## src/rtl/add12u_rr_arbiter.sv

```systemverilog
// add12u_rr_arbiter: round-robin arbiter that shares one 12-bit unsigned adder
// among NREQ requesters and returns one tagged, registered, back-pressurable
// response per accepted operand pair.
// Build option: define ADD12U_ARB_EXACT_EN to use the exact 13-bit sum instead
// of the approximate add12u_0M4 function.
module add12u_rr_arbiter #(
  parameter int NREQ = 4,
  parameter int IDW  = $clog2(NREQ)
) (
  input  logic               clk,
  input  logic               rst_n,
  input  logic [NREQ-1:0]    req_valid,
  output logic [NREQ-1:0]    req_ready,
  input  logic [NREQ*12-1:0] req_a,
  input  logic [NREQ*12-1:0] req_b,
  output logic               resp_valid,
  input  logic               resp_ready,
  output logic [IDW-1:0]     resp_id,
  output logic [12:0]        resp_sum,
  output logic [15:0]        op_count
);

  // Shared adder. Only bit 2 of A feeds the upper add as a carry-in; the low
  // three result bits come straight from the operands.
  function automatic logic [12:0] add_f(input logic [11:0] a, input logic [11:0] b);
`ifdef ADD12U_ARB_EXACT_EN
    return {1'b0, a} + {1'b0, b};
`else
    logic [9:0] hi;
    hi = {1'b0, a[11:3]} + {1'b0, b[11:3]} + {9'b0, a[2]};
    return {hi, b[2], b[1], a[0]};
`endif
  endfunction

  logic [IDW-1:0] ptr_q, ptr_d;
  logic           resp_valid_q, resp_valid_d;
  logic [IDW-1:0] resp_id_q, resp_id_d;
  logic [12:0]    resp_sum_q, resp_sum_d;
  logic [15:0]    op_count_q, op_count_d;

  logic [11:0]    a_arr [NREQ];
  logic [11:0]    b_arr [NREQ];
  logic           found;
  logic [IDW-1:0] grant_idx;
  logic [IDW:0]   cand;
  logic           can_accept;
  logic           xfer;

  assign can_accept = !resp_valid_q || resp_ready;
  assign xfer       = rst_n && found && can_accept;

  // Unpack the flat operand buses and drive the one-hot ready vector.
  generate
    for (genvar gi = 0; gi < NREQ; gi++) begin : g_lane
      assign a_arr[gi]     = req_a[12*gi +: 12];
      assign b_arr[gi]     = req_b[12*gi +: 12];
      assign req_ready[gi] = xfer && (grant_idx == IDW'(gi));
    end
  endgenerate

  // Search req_valid from ptr upward with wrap; the first set bit wins.
  always_comb begin
    found     = 1'b0;
    grant_idx = '0;
    cand      = '0;
    for (int i = 0; i < NREQ; i++) begin
      cand = {1'b0, ptr_q} + (IDW+1)'(i);
      if (cand >= (IDW+1)'(NREQ)) begin
        cand = cand - (IDW+1)'(NREQ);
      end
      if (!found && req_valid[cand[IDW-1:0]]) begin
        found     = 1'b1;
        grant_idx = cand[IDW-1:0];
      end
    end
  end

  // Next state: load on transfer (overwriting any result being drained),
  // otherwise clear valid on drain, otherwise hold.
  always_comb begin
    ptr_d        = ptr_q;
    resp_valid_d = resp_valid_q;
    resp_id_d    = resp_id_q;
    resp_sum_d   = resp_sum_q;
    op_count_d   = op_count_q;
    if (xfer) begin
      resp_valid_d = 1'b1;
      resp_id_d    = grant_idx;
      resp_sum_d   = add_f(a_arr[grant_idx], b_arr[grant_idx]);
      ptr_d        = (grant_idx == IDW'(NREQ-1)) ? '0 : grant_idx + IDW'(1);
      if (op_count_q != 16'hFFFF) begin
        op_count_d = op_count_q + 16'd1;
      end
    end else if (resp_valid_q && resp_ready) begin
      resp_valid_d = 1'b0;
    end
  end

  // State register with synchronous active-low reset.
  always_ff @(posedge clk) begin
    if (!rst_n) begin
      ptr_q        <= '0;
      resp_valid_q <= 1'b0;
      resp_id_q    <= '0;
      resp_sum_q   <= '0;
      op_count_q   <= '0;
    end else begin
      ptr_q        <= ptr_d;
      resp_valid_q <= resp_valid_d;
      resp_id_q    <= resp_id_d;
      resp_sum_q   <= resp_sum_d;
      op_count_q   <= op_count_d;
    end
  end

  assign resp_valid = resp_valid_q;
  assign resp_id    = resp_id_q;
  assign resp_sum   = resp_sum_q;
  assign op_count   = op_count_q;

endmodule

```

## config.mk

```make
export PLATFORM = sky130hd
export DESIGN_NAME = add12u_rr_arbiter
export DESIGN_NICKNAME = d
export VERILOG_FILES = /design/src/rtl/add12u_rr_arbiter.sv
export SDC_FILE = /design/constraint.sdc
export NUM_CORES = 1
export LEC_CHECK = 0
export CORE_ASPECT_RATIO = 2
export CORE_MARGIN = 2
export CORE_UTILIZATION = 41
export CTS_CLUSTER_DIAMETER = 150
export DETAILED_ROUTE_END_ITERATION = 8
export PLACE_DENSITY = 0.82
export SYNTH_ARGS = -nofsm -noshare
export SYNTH_HDL_FRONTEND = slang
export SYNTH_SLANG_ARGS = --single-unit
```

## constraint.sdc

```tcl
create_clock -name clk -period 4.2 [get_ports clk]
set_clock_uncertainty 0.1 [all_clocks]
set_input_delay 0.84 -clock clk [delete_from_list [all_inputs] [get_ports clk]]
set_output_delay 0.84 -clock clk [all_outputs]
set_load 0.02 [all_outputs]
```

==> results of run 1 <==
-- sequential cells by signal (all words and copies together), names as in the netlist --
register and cells:
resp_valid 1, resp_id 2, ptr_q 2, resp_sum 13, op_count 16
-- worst paths after layout --
check / startpoint / to / slack [ns] / cells past startpoint
min: resp_sum[3] / resp_sum[3] / 0.36 / 2
min reg2reg: resp_sum[3] / resp_sum[3] / 0.36 / 2
max: req_valid[0] / req_ready[2] / 0.08 / 9
max reg2reg: ptr_q[0] / resp_sum[10] / 0.98 / 11
-- what timing repair did --
item | 4_1_cts | 5_1_grt
setup endpoints to repair | 2 | 6
resized for setup | 2 | 7
pin swaps | 0 | 3
endpoints found under the hold margin | 0 | 0
hold buffers | 0 | 0
gates cloned | 0 | 1
setup buffers | 0 | 1
-- stage by stage --
stage | cells | power, W | instance area [um^2] | utilization, % | TNS, ns
4_1_cts | 533 | 0.00189 | 4460 | 67.3 | 0
3_3_place_gp | 526 | 0.00137 | 4260 | 64.3 | -0.0367
6_report | 535 | 0.00191 | 4520 | 68.3 | 0
3_5_place_dp | 526 | 0.00139 | 4260 | 64.3 | -0.417
2_1_floorplan | 305 | 0.00102 | 2790 | - | 0
5_1_grt | 535 | 0.00202 | 4520 | 68.3 | -0.0583
-- layout make-up --
| cell class | instances | area (um^2) | area share, % |
|---|---|---|---|
| Clock buffer | 6 | 139 | 3.07 |
| Tap cell | 88 | 110 | 2.44 |
| Sequential cell | 34 | 681 | 15.1 |
| Multi-Input combinational cell | 244 | 1990 | 44.0 |
| Clock inverter | 2 | 60.1 | 1.33 |
| Timing Repair Buffer | 151 | 1490 | 33.0 |
| Inverter | 10 | 51.3 | 1.14 |
-- power breakdown --
| part | switching, W | leakage [nW] | internal (W) |
|---|---|---|---|
| clock network | 0.000138 | 0.0971 | 0.000356 |
| logic | 0.000478 | 1.58 | 0.000526 |
| registers | 0.0000345 | 0.279 | 0.000381 |
| total | 0.000650 | 1.96 | 0.00126 |
-- cells in the final DEF (no fill, tap or decap), types with 4 or more instances in the layout --
master	count
a211oi_1	4
a21oi_1	5
and2_1	15
buf_4	19
clkbuf_16	6
clkdlybuf4s50_1	129
dfxtp_1	34
ha_1	13
inv_1	9
mux2i_1	66
nand2_1	19
nand3_1	15
nor2_1	5
nor2b_1	4
nor3_1	5
nor4_1	6
o21a_1	4
o21ai_0	14
xor2_1	8
-- routing by layer --
metal,vias up,GRT usage (%)
met5,-,0
met1,1313,19.9
met3,23,2.14
met2,100,43.8
li1,1413,-
met4,0,10.7
-- logic make-up (layout without fill, tap and decap cells) --
group	count (synthesis)	count (layout)	synth area share (%)
and+or+nand+nor	96	96	20.3
DFF	34	34	24.4
AOI/OAI and AO/OA	55	55	14.9
adders and majority gates	15	15	7.28
muxes	68	68	24.5
buffers and inverters	27	169	5.39
xor gates and xnor gates	10	10	3.14
-- critical path: stages --
cell and delay (ns):
clkdlybuf4s50_1 0.55, nor2b_2 0.22, nor2_1 0.06, o22ai_1 0.24, bufinv_8 0.25, buf_4 0.17, ha_1 0.19, and2_1 0.14
clkdlybuf4s50_1 0.53
==> metrics.cfg, run 1 <==
[pwr]
powerDensity_nw_per_um2 = 423
cellLeakagePower_nw = 1.96
peakVddDrop_mv = 0.201

[global_routing]
grt_pass1_vias = 2942
grt_max_degree = 38
grt_usage_pct = 21.2
grt_pass1_wl_um = 12900
grt-ovfl-total = 0
antenna_found_initial = 0

[clock_network]
clkTransAtPathRegs_ns = 0.05
htree_levels = 2
clock_sinks = 34
cts_tree = done
numCtsBuffers = 5
clockBufferDepth = 2
cts-root-buf = clkbuf_16
clk_latency_ns = 0.28

[synth]
synth_fp_nets = 423
ys_warn_count = 0
ys_top_cells_by_area = dfxtp_1 (24%), mux2i_1 (24%), ha_1 (5.8%)
synth_top_area_cell = dfxtp_1
synth-seq-cells = 34
synth.cell_area_um2 = 2790
synth.most_common_cell = mux2i_1
synth_top_flop_cell = dfxtp_1
synth_cells = 305
synth_edf_count = 0
yosysTopAreaCellShare_pct = 24.4
synth_seq_area_share_pct = 24.4
synth.top_cells.by_count = mux2i_1 (66), dfxtp_1 (34), nand2_1 (19)
ys_async_sr_fraction_pct = 0
synth_area_per_cell_um2 = 9.13
ys_types = 58

[route]
wl_met1_um = 2660
avgViaCountPerCell = 5.33
wl_met3_um = 336
routed.top_layer = met4
antenna_left = 0
totalWireLength_um = 8020
first_pass_iters = 4
vias = 2849
drt-initial-drc-count = 109
wl_met2_um = 4700
drc_errors = 0
routedWlPerCell_um = 15.0

[setup_path]
worst_ep_arrival_time_ns = 3.18
path_class = in -> out
required_ns = 3.26
cp-end-kind = primary output
crit_path_start_kind = primary input
cp_max_fo = 7

[layout]
antenna_cells = 0
fill_cells = 569
area.growth.synth_to_final_pct = 62.3
num-nets-final = 564
drive_above_1_share_pct = 11.4

[floorplanning]
die_area_um2 = 7510
die_w_um = 62.3
ioPinCount = 139
core_um2 = 6620
floorplan.initialDensity_pct = 42.1
die_h_um = 121
rows = 42

[timing]
tightest_slew_ns = 0.530
hold_viol = 0
period_needed_ns = 4.12
relSlewSlack_pct = 64.6
finalSetupViolations = 0
rsz0062_at_grt = true
whs_ns = 0.356
fin_crit_sh_pct = 98.1
slew_viol_final = 0
layout_setup_ws_ns = 0.0816
fmax_ghz = 0.243

[placed_design]
portBuffers = 130
place_ws_ns = -0.136
gp_congestion = 0.778
dp_hpwl_um = 6280

[flow_run]
maxCapViolations = 0

[run_status]
run_status = finished, final reports clean

[worst_hold_path]
holdCritPathClass = reg -> reg

Power figures use the tool's default switching activity.
==> inputs of run 2 (changes only) <==
--- a/config.mk
+++ b/config.mk
@@ -5,6 +5,7 @@
 export SDC_FILE = /design/constraint.sdc
 export NUM_CORES = 1
 export LEC_CHECK = 0
+export CAP_MARGIN = 20
 export CORE_ASPECT_RATIO = 2
 export CORE_MARGIN = 2
 export CORE_UTILIZATION = 41
==> results of run 2 <==
Final layout, timing and power as in run 1 (identical DEF).
==> patch 1, RTL diff (config.mk and constraints of run 2) <==
`NREQ`: 4 -> 8.
--- a/src/rtl/add12u_rr_arbiter.sv
+++ b/src/rtl/add12u_rr_arbiter.sv
@@ -5,5 +5,5 @@
 // of the approximate add12u_0M4 function.
 module add12u_rr_arbiter #(
-  parameter int NREQ = 4,
+  parameter int NREQ = 8,
   parameter int IDW  = $clog2(NREQ)
 ) (
Interface: changed (5 resized); port bits go from 139 to 244. No check against the original RTL was run, so the function may have changed too.
==> patch 1 against run 2 <==
- the run now ends with setup timing left
- area after synthesis increased by 68%
- die area rose by 65%
- count of clock-buffer cells in the layout unchanged
- setup slack worse by 1000 ps
- wire length increased by 150%
- utilization grew 6.7 points
- total power grew to 5.0 times the old value
- sequential cell count increased by 2
- synthesized cell count increased by 67%
- critical path type is now reg2reg
- highest routed layer unchanged
- clock power decreased by 23%
- final area increased by 86%
- combinational power grew to 8.7 times the old value
==> patch 1: results (changes against run 2) <==
metric;value;unit;change
power_leakage;0.00350;uW;was 0.00196 uW
met3_usage;4.41;%;was 2.14%
setup_tns;-11900;ps;was 0 ps
ys_top_cells_by_area;mux2i_1 31%, dfxtp_1 15%, mux4_2 7.7%, mux2_2 5.3%, ha_1 4.5%;;was dfxtp_1 24%, mux2i_1 24%, ha_1 5.8%, and2_1 3.4%, nand3_1 2.7%
synth_compound_area_share;11.2;%;was 14.9%
routed_wl;19900;um;was 8020 um
dr_wl_met2;10800;um;was 4700 um
synth_xor_area_share;4.32;%;was 3.14%
violations;setup timing;;
grt_pass1_wl;29900;um;was 12900 um
setup_violations;17;;was 0
holdWs;367;ps;was 356 ps
grt_max_degree;37;;was 38
setup_ws;-942;ps;was 81.6 ps
synth_nets;730;;was 423
grt_usage;31.1;%;was 21.2%
io_buffers;227;;was 130
worstRegToRegCells;23;;was 11
use_met2;60.0;%;was 43.8%
hold_path.startpoint;resp_id[1];;was resp_sum[3]
cp.arrival;5220;ps;was 3180 ps
dpl_cell_area;7730;um^2;was 4260 um^2
status;finished with violations;;was completed
ir_drop;1.35;mV;was 0.201 mV
dp_cells;926;;was 526
whs_path_depth;1;;was 2
place_congestion;0.907;;was 0.778
crit_path_max_fanout;8;;was 7
first_iter_violations;254;;was 109
first_global_vias;5793;;was 2942
dp_slack;-1630;ps;was -136 ps
whs_endpoint;resp_id[1];;was resp_sum[3]
drive_above_1_share;28.6;%;was 11.4%
-- patch 1: cell types whose count changed after synthesis, moves of 12 or more --
| cell | run 2 | this run |
|---|---|---|
| mux4_2 | 0 | 16 |
| nand2_1 | 19 | 32 |
| and2_1 | 15 | 3 |
| nor2_1 | 5 | 36 |
| mux2i_1 | 66 | 145 |
| mux2_2 | 2 | 22 |
-- patch 1: report_power, final --
group | leakage [uW] | total [uW] | internal (uW) | switching [uW]
clock network | 0.0000671 | 382 | 221 | 161
registers | 0.000296 | 486 | 429 | 57.1
logic | 0.00313 | 8650 | 4670 | 3980
total | 0.00350 | 9520 | 5320 | 4200
-- patch 1: how the worst max path moves through the flow --
stage,from,endpoint
after global routing,ptr_q[0],resp_sum[11]
final,ptr_q[0],resp_sum[10]
after CTS,ptr_q[0],resp_sum[11]
after global placement,req_valid[2],resp_sum[10]
after detailed placement,req_valid[2],resp_sum[10]
after floorplan,req_valid[6],resp_sum[11]
-- patch 1: layout make-up --
class                   instances  area [um^2]
clock buffers                   6          129
clock inverters                 2         16.3
fillers                       804         2800
inverters                      17         71.3
multi-input cells             416         3930
flip-flops and latches         36          726
well taps                     142          178
repair buffers                342         3360
-- patch 1: critical path, stage by stage (launching register included) --
cell      delay (ps)
dfxtp_4          380
clkinv_4          60
ha_4             320
buf_4            140
buf_8            130
mux4_2           550
mux2_4           300
a22o_1           260
mux2i_1          190
a32oi_2          100
o21ai_4          310
buf_12           150
buf_12           100
mux2_2           360
ha_1             280
nor2b_1          180
o21ai_2           90
a21boi_2         200
o21ai_2           90
a21oi_1          210
o21ai_1          100
a21boi_1         190
nor3b_1           70
o21a_1           160
-- patch 1: timing repair --
action / in CTS / in global routing
endpoints found under the setup margin: 20 / 18
gates resized for setup: 93 / 50
buffers inserted: 27 / 7
pin swaps: 21 / 22
cloned: 3 / 0
==> patch 2, RTL diff (flow settings as in run 2) <==
Made on the original files. Put one more register stage on the output `op_count`, with the module's reset. The value now appears one clock later. The other outputs are not delayed to match.
--- a/src/rtl/add12u_rr_arbiter.sv
+++ b/src/rtl/add12u_rr_arbiter.sv
@@ -117,5 +117,11 @@
   assign resp_id    = resp_id_q;
   assign resp_sum   = resp_sum_q;
-  assign op_count   = op_count_q;
+  always_ff @(posedge clk) begin
+    if (!rst_n) begin
+      op_count <= '0;
+    end else begin
+      op_count <= op_count_q;
+    end
+  end
 
 endmodule
Behaviour: not the same (a bounded check fails within 4 cycles, from zero or initial values and one cycle with rst_n low).
==> patch 2 against run 2 <==
- wire length rose by 0.45%
- non-clock buffer count did not move
- critical path depth did not move
- final area rose by 6.7%
- total power rose by 2.9%
- sequential cell count rose by 16
- setup slack improved by 22 ps
- area after synthesis rose by 12%
- largest cell class unchanged
- highest routed layer unchanged
==> patch 2: results (changes against run 2) <==
metric;value;unit;change
wl_per_cell;14.3;um;was 15.0 um
first_iter_violations;128;;was 109
cts_resized;0;;was 2
dp_slack;-68.9;ps;was -136 ps
power_leakage;0.00205;uW;was 0.00196 uW
ys_top_cells_by_area;dfxtp_1 32%, mux2i_1 21%, ha_1 5.2%, and2_1 4.4%, nor2_1 2.5%;;was dfxtp_1 24%, mux2i_1 24%, ha_1 5.8%, and2_1 3.4%, nand3_1 2.7%
status;completed;;unchanged
worstRegToRegCells;13;;was 11
dpl_cell_area;4650;um^2;was 4260 um^2
fin_nets;587;;was 564
ir_drop;0.341;mV;was 0.201 mV
grt_usage;19.8;%;was 21.2%
seq_area_frac_synth;32.2;%;was 24.4%
dp_hpwl;6330;um;was 6280 um
hold_path.startpoint;resp_sum[8];;was resp_sum[3]
power_switching_share;33.9;%;was 34.0%
combPwrFrac;49.7;%;was 52.5%
drive_above_1_share;8.72;%;was 11.4%
setup_violations;0;;unchanged
rr_endpoint;resp_sum[11];;was resp_sum[10]
r2r_setup_slack;1030;ps;was 980 ps
synthTopCellsByCount;64 x mux2i_1, 50 x dfxtp_1, 22 x and2_1;;was 66 x mux2i_1, 34 x dfxtp_1, 19 x nand2_1
first_global_vias;2977;;was 2942
grt-ovfl-total;0;;unchanged
grt_max_degree;34;;was 38
synth_ff_type;dfxtp_1;;unchanged
crit_family;buffers and inverters;;unchanged
worst_pin_slew;453;ps;was 530 ps
synth_nets;448;;was 423
r2r-start;ptr_q[1];;was ptr_q[0]
place_congestion;0.847;;was 0.778
grt_pass1_wl;13400;um;was 12900 um
p_seq_share;28.9;%;was 21.7%
p_int;1300;uW;was 1260 uW
whs_endpoint;resp_sum[8];;was resp_sum[3]
slowest_delay;610;ps;was 550 ps
via_count;2945;;was 2849
synth_cell_type_count;55;;was 58
cp.arrival;3160;ps;was 3180 ps
patch 2: cell count changes after synthesis, sizes merged, moves of 3 or more:
| cell | run 2 | this run |
|---|---|---|
| nand3 | 16 | 13 |
| and2 | 16 | 22 |
| o2111ai | 0 | 4 |
| dfxtp | 34 | 50 |
| clkbuf | 4 | 9 |
| buf | 13 | 10 |
| a2111oi | 5 | 2 |
| nor4 | 6 | 3 |
| nand2 | 19 | 11 |
| nor2 | 5 | 21 |
patch 2: worst max-delay path by stage:
stage                         endpoint  slack [ps]         start
after floorplan            resp_sum[9]         470  req_valid[2]
after global placement    resp_sum[11]         -30  req_valid[0]
after detailed placement  resp_sum[11]         -70  req_valid[0]
after CTS                 req_ready[3]          50  req_valid[0]
after global routing      req_ready[3]         0.7  req_valid[0]
final                     req_ready[3]         100  req_valid[1]
patch 2: logic make-up after synthesis:
family / share of synthesized area (%)
adder cells (fa/ha/maj): 6.51
AO/OA/AOI/OAI: 12.4
multiplexers: 22.0
AND/OR/NAND/NOR: 20.3
XOR/XNOR: 2.81
buffers and inverters: 3.78
flip-flops: 32.2
patch 2: cell type report:
cell class	count	area [um^2]
Fill cell	661	2670
Multi-Input combinational cell	254	2020
Timing Repair Buffer	151	1500
Sequential cell	50	1000
Clock buffer	7	153
Tap cell	94	118
Inverter	7	26.3
Clock inverter	1	8.76
patch 2: per-stage QoR:
stage	hold WS, ps	util, %	cells
3_5_place_dp	359	62.1	556
5_1_grt	409	64.4	564
2_1_floorplan	364	-	330
4_1_cts	373	64.2	564
6_report	372	64.4	564
3_3_place_gp	341	62.1	556
patch 2: per-layer routing:
| metal | part of all wire (%) | global-route usage [%] |
|---|---|---|
| met1 | 41 | 22.9 |
| met2 | 50 | 35.8 |
| met3 | 7.1 | 4.75 |
| met4 | 1.2 | 5.15 |
| met5 | 0 | 0 |
